**src/rtl/mc_data_sync_pkg.sv**
```systemverilog
// Shared helpers for the multi-channel synchronizer: channel-index width, enable modes
// and the round-robin grant search.
// Pure combinational helpers; no latency or flow control of their own.
package mc_sync_pkg;

    localparam int MODE_LEVEL  = 0;
    localparam int MODE_TOGGLE = 1;

    // A single channel still needs a one-bit index on the output.
    function automatic int ch_width(input int n);
        return (n < 2) ? 1 : $clog2(n);
    endfunction

    // First requesting channel at or after ptr, wrapping modulo num_ch (num_ch <= 16).
    function automatic int rr_grant(input logic [15:0] req, input int ptr, input int num_ch);
        int         g;
        logic [3:0] idx;
        g = ptr;
        for (int i = 15; i >= 0; i--) begin
            if (i < num_ch) begin
                idx = 4'((ptr + i) % num_ch);
                if (req[idx]) g = int'(idx);
            end
        end
        return g;
    endfunction

endpackage

```
**src/rtl/mc_data_sync_pulse_gen.sv**
```systemverilog
// Per-channel enable synchronizer with edge flop; emits a one-cycle capture pulse.
// Latency: pulse is high after NUM_STAGES edges; no backpressure (free-running).
// Level mode pulses on rising edges only, toggle mode on every edge.
module sync_pulse_gen
    import mc_sync_pkg::*;
#(
    parameter int NUM_STAGES  = 2,
    parameter int ENABLE_MODE = MODE_LEVEL
) (
    input  logic CLK,
    input  logic RST,
    input  logic enable,
    output logic pulse
);

    logic [NUM_STAGES-1:0] chain;
    logic                  edge_q;

    always_ff @(posedge CLK or negedge RST) begin
        if (!RST) begin
            chain  <= '0;
            edge_q <= 1'b0;
        end else begin
            chain  <= {chain[NUM_STAGES-2:0], enable};
            edge_q <= chain[NUM_STAGES-1];
        end
    end

    // The edge flop resets to 0 and fills from the chain, so an enable that is
    // already high after reset produces exactly one rising-edge pulse.
    generate
        if (ENABLE_MODE == MODE_TOGGLE) begin : g_toggle
            assign pulse = chain[NUM_STAGES-1] ^ edge_q;
        end else begin : g_level
            assign pulse = chain[NUM_STAGES-1] & ~edge_q;
        end
    endgenerate

endmodule

```
**src/rtl/mc_data_sync.sv**
```systemverilog
// NUM_CH enable-qualified buses synchronized into CLK, held per channel, merged round-robin.
// Latency: out_valid NUM_STAGES+2 edges after enable is first sampled; one word/cycle throughput.
// Backpressure: out_ready=0 stalls the output slice; a new word on a still-pending channel is dropped and flags overrun. Option: MC_DATA_SYNC_PARITY_EN.
module mc_data_sync
    import mc_sync_pkg::*;
#(
    parameter int  NUM_CH      = 4,
    parameter int  BUS_WIDTH   = 8,
    parameter int  NUM_STAGES  = 2,
    parameter int  ENABLE_MODE = MODE_LEVEL,
    localparam int CH_W        = ch_width(NUM_CH)
) (
    input  logic                        CLK,
    input  logic                        RST,
    input  logic [NUM_CH*BUS_WIDTH-1:0] unsync_bus,
    input  logic [NUM_CH-1:0]           bus_enable,
    input  logic                        out_ready,
    input  logic [NUM_CH-1:0]           clr_overrun,
    output logic                        out_valid,
    output logic [BUS_WIDTH-1:0]        out_data,
    output logic [CH_W-1:0]             out_ch,
    output logic [NUM_CH-1:0]           overrun
`ifdef MC_DATA_SYNC_PARITY_EN
    ,
    input  logic [NUM_CH-1:0]           src_parity,
    output logic                        out_parity,
    output logic [NUM_CH-1:0]           par_err
`endif
);

    typedef struct packed {
        logic [CH_W-1:0]      ch;
        logic [BUS_WIDTH-1:0] data;
    } out_word_t;

    logic [NUM_CH-1:0]    pulse;
    logic [NUM_CH-1:0]    pending;
    logic [NUM_CH-1:0]    xfer;
    logic [NUM_CH-1:0]    capture;
    logic [NUM_CH-1:0]    ovr_set;
    logic [BUS_WIDTH-1:0] slice [NUM_CH];
    logic [BUS_WIDTH-1:0] hold  [NUM_CH];
    logic [CH_W-1:0]      ptr;
    logic [CH_W-1:0]      grant;
    logic                 load;
    out_word_t            out_q;

    genvar gc;
    generate
        for (gc = 0; gc < NUM_CH; gc++) begin : g_ch
            sync_pulse_gen #(
                .NUM_STAGES  (NUM_STAGES),
                .ENABLE_MODE (ENABLE_MODE)
            ) u_sync (
                .CLK    (CLK),
                .RST    (RST),
                .enable (bus_enable[gc]),
                .pulse  (pulse[gc])
            );
        end
    endgenerate

    // A pulse landing on the channel being transferred refills it instead of overrunning.
    always_comb begin
        grant   = CH_W'(rr_grant(16'(pending), int'(ptr), NUM_CH));
        load    = (!out_valid || out_ready) && (|pending);
        xfer    = '0;
        capture = '0;
        ovr_set = '0;
        for (int i = 0; i < NUM_CH; i++) begin
            slice[i]   = unsync_bus[i*BUS_WIDTH +: BUS_WIDTH];
            xfer[i]    = load && (grant == CH_W'(i));
            capture[i] = pulse[i] && (!pending[i] || xfer[i]);
            ovr_set[i] = pulse[i] && pending[i] && !xfer[i];
        end
    end

    always_ff @(posedge CLK or negedge RST) begin
        if (!RST) begin
            pending <= '0;
            overrun <= '0;
            for (int i = 0; i < NUM_CH; i++) begin
                hold[i] <= '0;
            end
        end else begin
            for (int i = 0; i < NUM_CH; i++) begin
                if (capture[i]) begin
                    hold[i]    <= slice[i];
                    pending[i] <= 1'b1;
                end else if (xfer[i]) begin
                    pending[i] <= 1'b0;
                end
                if (ovr_set[i]) begin
                    overrun[i] <= 1'b1;
                end else if (clr_overrun[i]) begin
                    overrun[i] <= 1'b0;
                end
            end
        end
    end

    always_ff @(posedge CLK or negedge RST) begin
        if (!RST) begin
            out_q     <= '0;
            out_valid <= 1'b0;
            ptr       <= '0;
        end else if (load) begin
            out_q.ch   <= grant;
            out_q.data <= hold[grant];
            out_valid  <= 1'b1;
            ptr        <= (grant == CH_W'(NUM_CH - 1)) ? '0 : grant + CH_W'(1);
        end else if (out_ready) begin
            out_valid <= 1'b0;
        end
    end

    assign out_data = out_q.data;
    assign out_ch   = out_q.ch;

`ifdef MC_DATA_SYNC_PARITY_EN
    logic [NUM_CH-1:0] par_q;

    // Even parity is taken from the same slice that is captured, so it travels with hold[].
    always_ff @(posedge CLK or negedge RST) begin
        if (!RST) begin
            par_q   <= '0;
            par_err <= '0;
        end else begin
            for (int i = 0; i < NUM_CH; i++) begin
                if (capture[i]) begin
                    par_q[i] <= ^slice[i];
                end
                if (capture[i] && ((^slice[i]) != src_parity[i])) begin
                    par_err[i] <= 1'b1;
                end else if (clr_overrun[i]) begin
                    par_err[i] <= 1'b0;
                end
            end
        end
    end

    always_ff @(posedge CLK or negedge RST) begin
        if (!RST) begin
            out_parity <= 1'b0;
        end else if (load) begin
            out_parity <= par_q[grant];
        end
    end
`endif

endmodule
```
**config.mk**
```make
export PLATFORM = sky130hd
export DESIGN_NAME = mc_data_sync
export DESIGN_NICKNAME = d
export VERILOG_FILES = /design/src/rtl/mc_data_sync_pkg.sv /design/src/rtl/mc_data_sync_pulse_gen.sv /design/src/rtl/mc_data_sync.sv
export SDC_FILE = /design/constraint.sdc
export NUM_CORES = 1
export LEC_CHECK = 0
export CELL_PAD_IN_SITES_DETAIL_PLACEMENT = 0
export CELL_PAD_IN_SITES_GLOBAL_PLACEMENT = 1
export CORE_ASPECT_RATIO = 0.75
export CORE_UTILIZATION = 40
export CTS_BUF_LIST = sky130_fd_sc_hd__clkbuf_2
export CTS_CLUSTER_DIAMETER = 30
export CTS_CLUSTER_SIZE = 28
export DETAILED_ROUTE_END_ITERATION = 16
export DONT_BUFFER_PORTS = 1
export PLACE_DENSITY = 0.74
export SYNTH_ARGS = -nofsm -noshare
export SYNTH_HDL_FRONTEND = slang
export SYNTH_HIERARCHICAL = 1
export SYNTH_SLANG_ARGS = --single-unit
```
**constraint.sdc**
```tcl
create_clock -name CLK -period 2.9 [get_ports CLK]
set_clock_uncertainty 0.05 [all_clocks]
set_input_delay 0.145 -clock CLK [delete_from_list [all_inputs] [get_ports CLK]]
set_output_delay 0.145 -clock CLK [all_outputs]
set_load 0.1 [all_outputs]
```
# Word-level counts from Yosys, hierarchy flattened
# Index checks and enable logic that the tools add are counted.
# Widths: inputs -> output; s select.
# classes
add_sub_neg,4
multipliers,0
div,0
n_lt_le_gt_ge,5
n_eq_ne,3
shifts,0
muxes,34
n_bitwise,12
reduce_logical,45
# op_table
cell,n
$mux 1,22
$reduce_bool 2->1,9
$logic_and 1x1->1,17
$bmux 8 s2,1
$mux 8,2
$lt 4x5->1 const B,3
$mux 2,5
$bmux 1 s3,3
$logic_not 1->1,9
$reduce_or 2->1,3
$logic_or 1x1->1,5
$lt 2x5->1 const B,1
$add 2x1->2 const B,2
$add 2x2->2 const B,2
$and 1x1->1,4
$eq 2x2->1 const B,2
$not 1->1,4
$reduce_or 4->1,1
$and 1x1->1 const A,3
$ge 3x3->1 const B,1
$not 2->3,1
$bmux 1 s2,1
$eq 2x1->1 const B,1
$logic_not 2->1,1
# totals
ff_bits,65
latchBits,0
ramBits,0
mem_bits_ro,0
in_bits,43
output_inout_bits,15
wordCells,127
memories,0

# Logic depth before layout (Yosys ltp)
# logic_depth
word_depth,14
ltp_mapped,9
mapped_depth_nobuf,5

# Cells and area by module
# Netlist, hierarchy kept.
# by_module_without_submodules
mod,instances,cells_each,area_per_inst_um2,seq_area_each_um2
mc_data_sync,1,237,2623.8,1326.3
sync_pulse_gen,4,4,88.8,75.1

# Least setup slack after synthesis
# No wires, ideal clock.
# synth_path
path_kind,flip-flop to flip-flop
from,register out_valid
to,register hold[0] (netlist bit)
setup_ps,125
t_arrival_ps,2173
t_required_ps,2725
setup_slack_ps,552
stages_incl_launch_ff,5
path_buffers,0
synth_period_minus_slack_ps,2348
cell_sequence,dfrtp_1 a21oi_1 nand4_4 a211oi_4 mux2_4
# synth_via
elab_chain_cells,6
# synth_rtl
item,line_no,text
start: declaration,mc_data_sync.sv:19,"output logic out_valid,"
start signal: assignment,mc_data_sync.sv:105,out_valid <= 1'b0;
start signal: assignment,mc_data_sync.sv:110,out_valid <= 1'b1;
start signal: assignment,mc_data_sync.sv:113,out_valid <= 1'b0;
$logic_not 1->1,mc_data_sync.sv:66,load = (!out_valid || out_ready) && (|pending);
$logic_or 1x1->1,mc_data_sync.sv:66,
$logic_and 1x1->1,mc_data_sync.sv:66,
$logic_and 1x1->1,mc_data_sync.sv:72,xfer[i] = load && (grant == CH_W'(i));
$logic_or 1x1->1,mc_data_sync.sv:73,capture[i] = pulse[i] && (!pending[i] || xfer[i]);
$logic_and 1x1->1,mc_data_sync.sv:73,
end signal: indexed assignment,mc_data_sync.sv:88,hold[i] <= slice[i];
end: declaration,mc_data_sync.sv:42,logic [BUS_WIDTH-1:0] hold [NUM_CH];
# No other way between the ends.
# A chain may end at the register's enable or synchronous reset.

# Worst setup path after layout
# layout_path
from,register pending[2]
to,register hold[14] (netlist bit)
# layout_via
elab_chain_cells,10
elab_cells_between_ends,19
cone_classes,eq/ne (1); mux (12); reduce/logical (6)
# layout_rtl
item,line_no,text
start: declaration,mc_data_sync.sv:37,logic [NUM_CH-1:0] pending;
start signal: assignment,mc_data_sync.sv:80,pending <= '0;
start signal: indexed assignment,mc_data_sync.sv:89,pending[i] <= 1'b1;
start signal: indexed assignment,mc_data_sync.sv:91,pending[i] <= 1'b0;
$bmux 1 s3,mc_data_sync_pkg.sv:22,if (req[idx]) g = int'(idx);
$mux 1 (implied by the code),mc_data_sync_pkg.sv:22,
$mux 2 (4 in a row),mc_data_sync_pkg.sv:22,
$eq 2x2->1,mc_data_sync.sv:72,
$logic_and 1x1->1,mc_data_sync.sv:72,
$logic_or 1x1->1 (*),mc_data_sync.sv:73,
$logic_and 1x1->1 (*),mc_data_sync.sv:73,
# Every way passes the cells marked *; elsewhere a longest branch is shown, timed or not. The select of a mux whose other input is x is not followed.

==> impl_metrics.env <==
export IMPL_outcome="completed"
export IMPL_tns_ns=0
export IMPL_cp_slowest_cell="dfrtp_1"
export IMPL_die_area_sq_um=7800
export IMPL_pin_count=58
export IMPL_core_sq_um=6990
export IMPL_synth_cell_type_count=45
export IMPL_wl_per_cell_um=16.4
export IMPL_cp_start_kind="flip-flop"
export IMPL_antenna_cells=0
export IMPL_syn2layout_area_growth_pct=22.8
export IMPL_p_per_area_nw_per_um2=1150
export IMPL_cts_buffers=9
export IMPL_cts_max_level=3
export IMPL_netlist_instances=253
export IMPL_rsz0062_at_grt="no"
export IMPL_first_pass_iters=4
export IMPL_drc=0
export IMPL_grt_pass1_vias=2161
export IMPL_crit_chain="nor2_1 > a211o_1 > and3_4 > o32ai_4 > mux2_2"
export IMPL_post_route_cell_area_sq_um=3660
export IMPL_antenna_found_initial=0
export IMPL_worstMarginPinSlew_ns=0.918
export IMPL_ant_nets=0
export IMPL_root_buffer="clkbuf_2"
export IMPL_drt_iter0_markers=107
export IMPL_synth_seq_cells=65
export IMPL_synth_nets=296
export IMPL_grt_overflow=0
export IMPL_worst_hold_path_type="input port to async pin"
export IMPL_mostFrequentLayoutCell="dfrtp_1"
export IMPL_max_slew_margin_pct=38.8
export IMPL_nNetsFinal=348
export IMPL_max_freq_mhz=408
export IMPL_initial_core_util_pct=42.6
export IMPL_drive_above_1_share_pct=19.4
export IMPL_syn_area_sq_um=2980
export IMPL_grt_max_degree=66
export IMPL_die_w_um=102
export IMPL_ys_seq_area_share_pct=54.6
export IMPL_crit_family="compound AO/OA/AOI/OAI gates"
export IMPL_grt_usage_pct=18.5
export IMPL_nFillCells=637
export IMPL_avgViaCountPerCell=5.28
export IMPL_synth_area_per_cell_sq_um=11.8
export IMPL_leakagePower_nw=1.57
export IMPL_io_buffers=0
export IMPL_layout_common_cells="65 x dfrtp_1, 42 x dlygate4sd3_1, 38 x nand2_1, 17 x o22ai_1, 16 x inv_1"
export IMPL_vias=2148
export IMPL_crit_buf_inv=0
export IMPL_num_rows=26
export IMPL_drv_cap=0
export IMPL_clk_pin_slew_ns=0.17
export IMPL_path_class="flip-flop to flip-flop"
export IMPL_wl_um=6680
export IMPL_slew_violations=0
export IMPL_multi_input_area_sq_um=1200
export IMPL_cts_sinks=65
export IMPL_cts_tree="built"
export IMPL_worst_setup_path_end_kind="flip-flop"
export IMPL_setup_viol=0
export IMPL_final_period_utilization_pct=84.5
export IMPL_ys_warnings_count=6
export IMPL_hold_viol_final=0
export IMPL_ff_latch_area_sq_um=1630
export IMPL_cts_buffer_depth=2
export IMPL_crit_required_ns=3.24
export IMPL_gp_congestion=0.794
export IMPL_grt_pass1_wl_um=10900
export IMPL_min_period_ns=2.45
export IMPL_critical_path_max_stage_delay_ns=0.55
export IMPL_critPathArrivalTime_ns=2.79
export IMPL_path_max_fanout=21
export IMPL_cts_resized=0
export IMPL_insertion_delay_ns=0.49
export IMPL_dp_hpwl_um=4420
export IMPL_fp_dieH_um=76.7
export IMPL_worst_ir_drop_vdd_v=0.000581
export IMPL_dpl_cell_area_sq_um=3110
worst reg2reg max path, cell delays in order, from the launching register on:
cell	delay, ns
dfrtp_1	0.55
nor2_1	0.09
a211o_1	0.45
and3_4	0.32
o32ai_4	0.52
mux2_2	0.39
per-layer routing:
metal | routed length (um) | share of wire, % | up-vias | global-route usage [%]
met3 | 322 | 4.8 | 14 | 6.65
met5 | 0 | 0 | - | 0
li1 | - | - | 1001 | -
met4 | 110 | 1.6 | 0 | 4.64
met2 | 3040 | 45 | 64 | 27.4
met1 | 3210 | 48 | 1069 | 25.5
where the power goes:
part,internal [W],switching (W),total [W]
Combinational,0.000740,0.00129,0.00203
Clock,0.000190,0.000310,0.000500
Sequential,0.00126,0.000420,0.00168
sequential cells by signal, indices dropped and copies added (netlist names):
register and flops:
overrun 4, pending 4, out_ch 2, out_valid 1
hold 32, out_data 8, g_ch.u_sync/chain 8, ptr 2
g_ch.u_sync/edge_q 4
cell families after synthesis:
| group | after synthesis | share of synthesized area (%) |
|---|---|---|
| flip-flops | 65 | 54.6 |
| multiplexers | 24 | 9.74 |
| XOR/XNOR | 1 | 0.294 |
| buffers and inverters | 31 | 4.96 |
| AO/OA/AOI/OAI | 61 | 16.3 |
| AND/OR/NAND/NOR | 71 | 14.1 |
metrics by stage:
step / utilization, % / hold slack, ns / instances / power, W / setup WS (ns)
6_report: 52.3 / 0.114 / 407 / 0.00421 / 0.450
5_1_grt: 52.3 / 0.0752 / 407 / 0.00445 / 0.299
4_1_cts: 52.3 / 0.0920 / 407 / 0.00422 / 0.428
3_5_place_dp: 44.5 / -0.199 / 349 / 0.00366 / 0.435
3_3_place_gp: 44.5 / -0.199 / 349 / 0.00360 / 0.514
2_1_floorplan: - / -0.201 / 253 / 0.00333 / 0.552
layout make-up:
class	instances	share of cell area (%)
Sequential cell	65	44.5
Inverter	16	1.64
Tap cell	98	3.35
Clock buffer	10	1.37
Timing Repair Buffer	56	14.9
Clock inverter	5	1.30
Multi-Input combinational cell	157	32.9
synth_stat cells, drive strengths merged:
master | number | area (sq um)
a2111oi | 8 | 70.1
a211oi | 9 | 80.1
nand2b | 3 | 18.8
a21oi | 1 | 5.00
o31a | 1 | 8.76
o22ai | 17 | 106
nand4 | 1 | 21.3
buf | 10 | 68.8
nor2b | 7 | 76.3
and3 | 1 | 11.3
o21bai | 1 | 18.8
mux2 | 16 | 210
dfrtp | 65 | 1630
and3b | 1 | 8.76
nor3b | 2 | 20.0
nand2 | 38 | 143
o32ai | 1 | 27.5
nor2 | 10 | 37.5
a31oi | 8 | 50.1
clkbuf | 5 | 18.8
nor3 | 1 | 5.00
a32o | 1 | 10.0
mux2i | 8 | 80.1
xnor2 | 1 | 8.76
or2 | 3 | 18.8
nor4 | 3 | 48.8
inv | 16 | 60.1
a211o | 1 | 8.76
o21ai | 4 | 31.3
and2b | 1 | 10.0
a21o | 3 | 22.5
a22o | 2 | 17.5
o21a | 4 | 30.0
repair_timing:
| action | CTS | global route |
|---|---|---|
| buffers inserted | 0 | 0 |
| endpoints found under the setup margin | 0 | 0 |
| hold buffers | 43 | 0 |
| hold endpoints to repair | 106 | 0 |
final timing paths:
path,startpoint,end,slack [ns],depth (start not counted)
max in group asynchronous,RST,hold[28],2.41,2
hold reg to reg,g_ch[2].u_sync/chain[0],g_ch[2].u_sync/chain[1],0.32,0
setup / recovery,pending[2],hold[14],0.45,5
hold / removal,RST,out_data[1],0.11,2
min in group CLK,bus_enable[1],g_ch[1].u_sync/chain[0],0.14,1
setup reg to reg,pending[2],hold[14],0.45,5
Power figures use the tool's default switching activity.
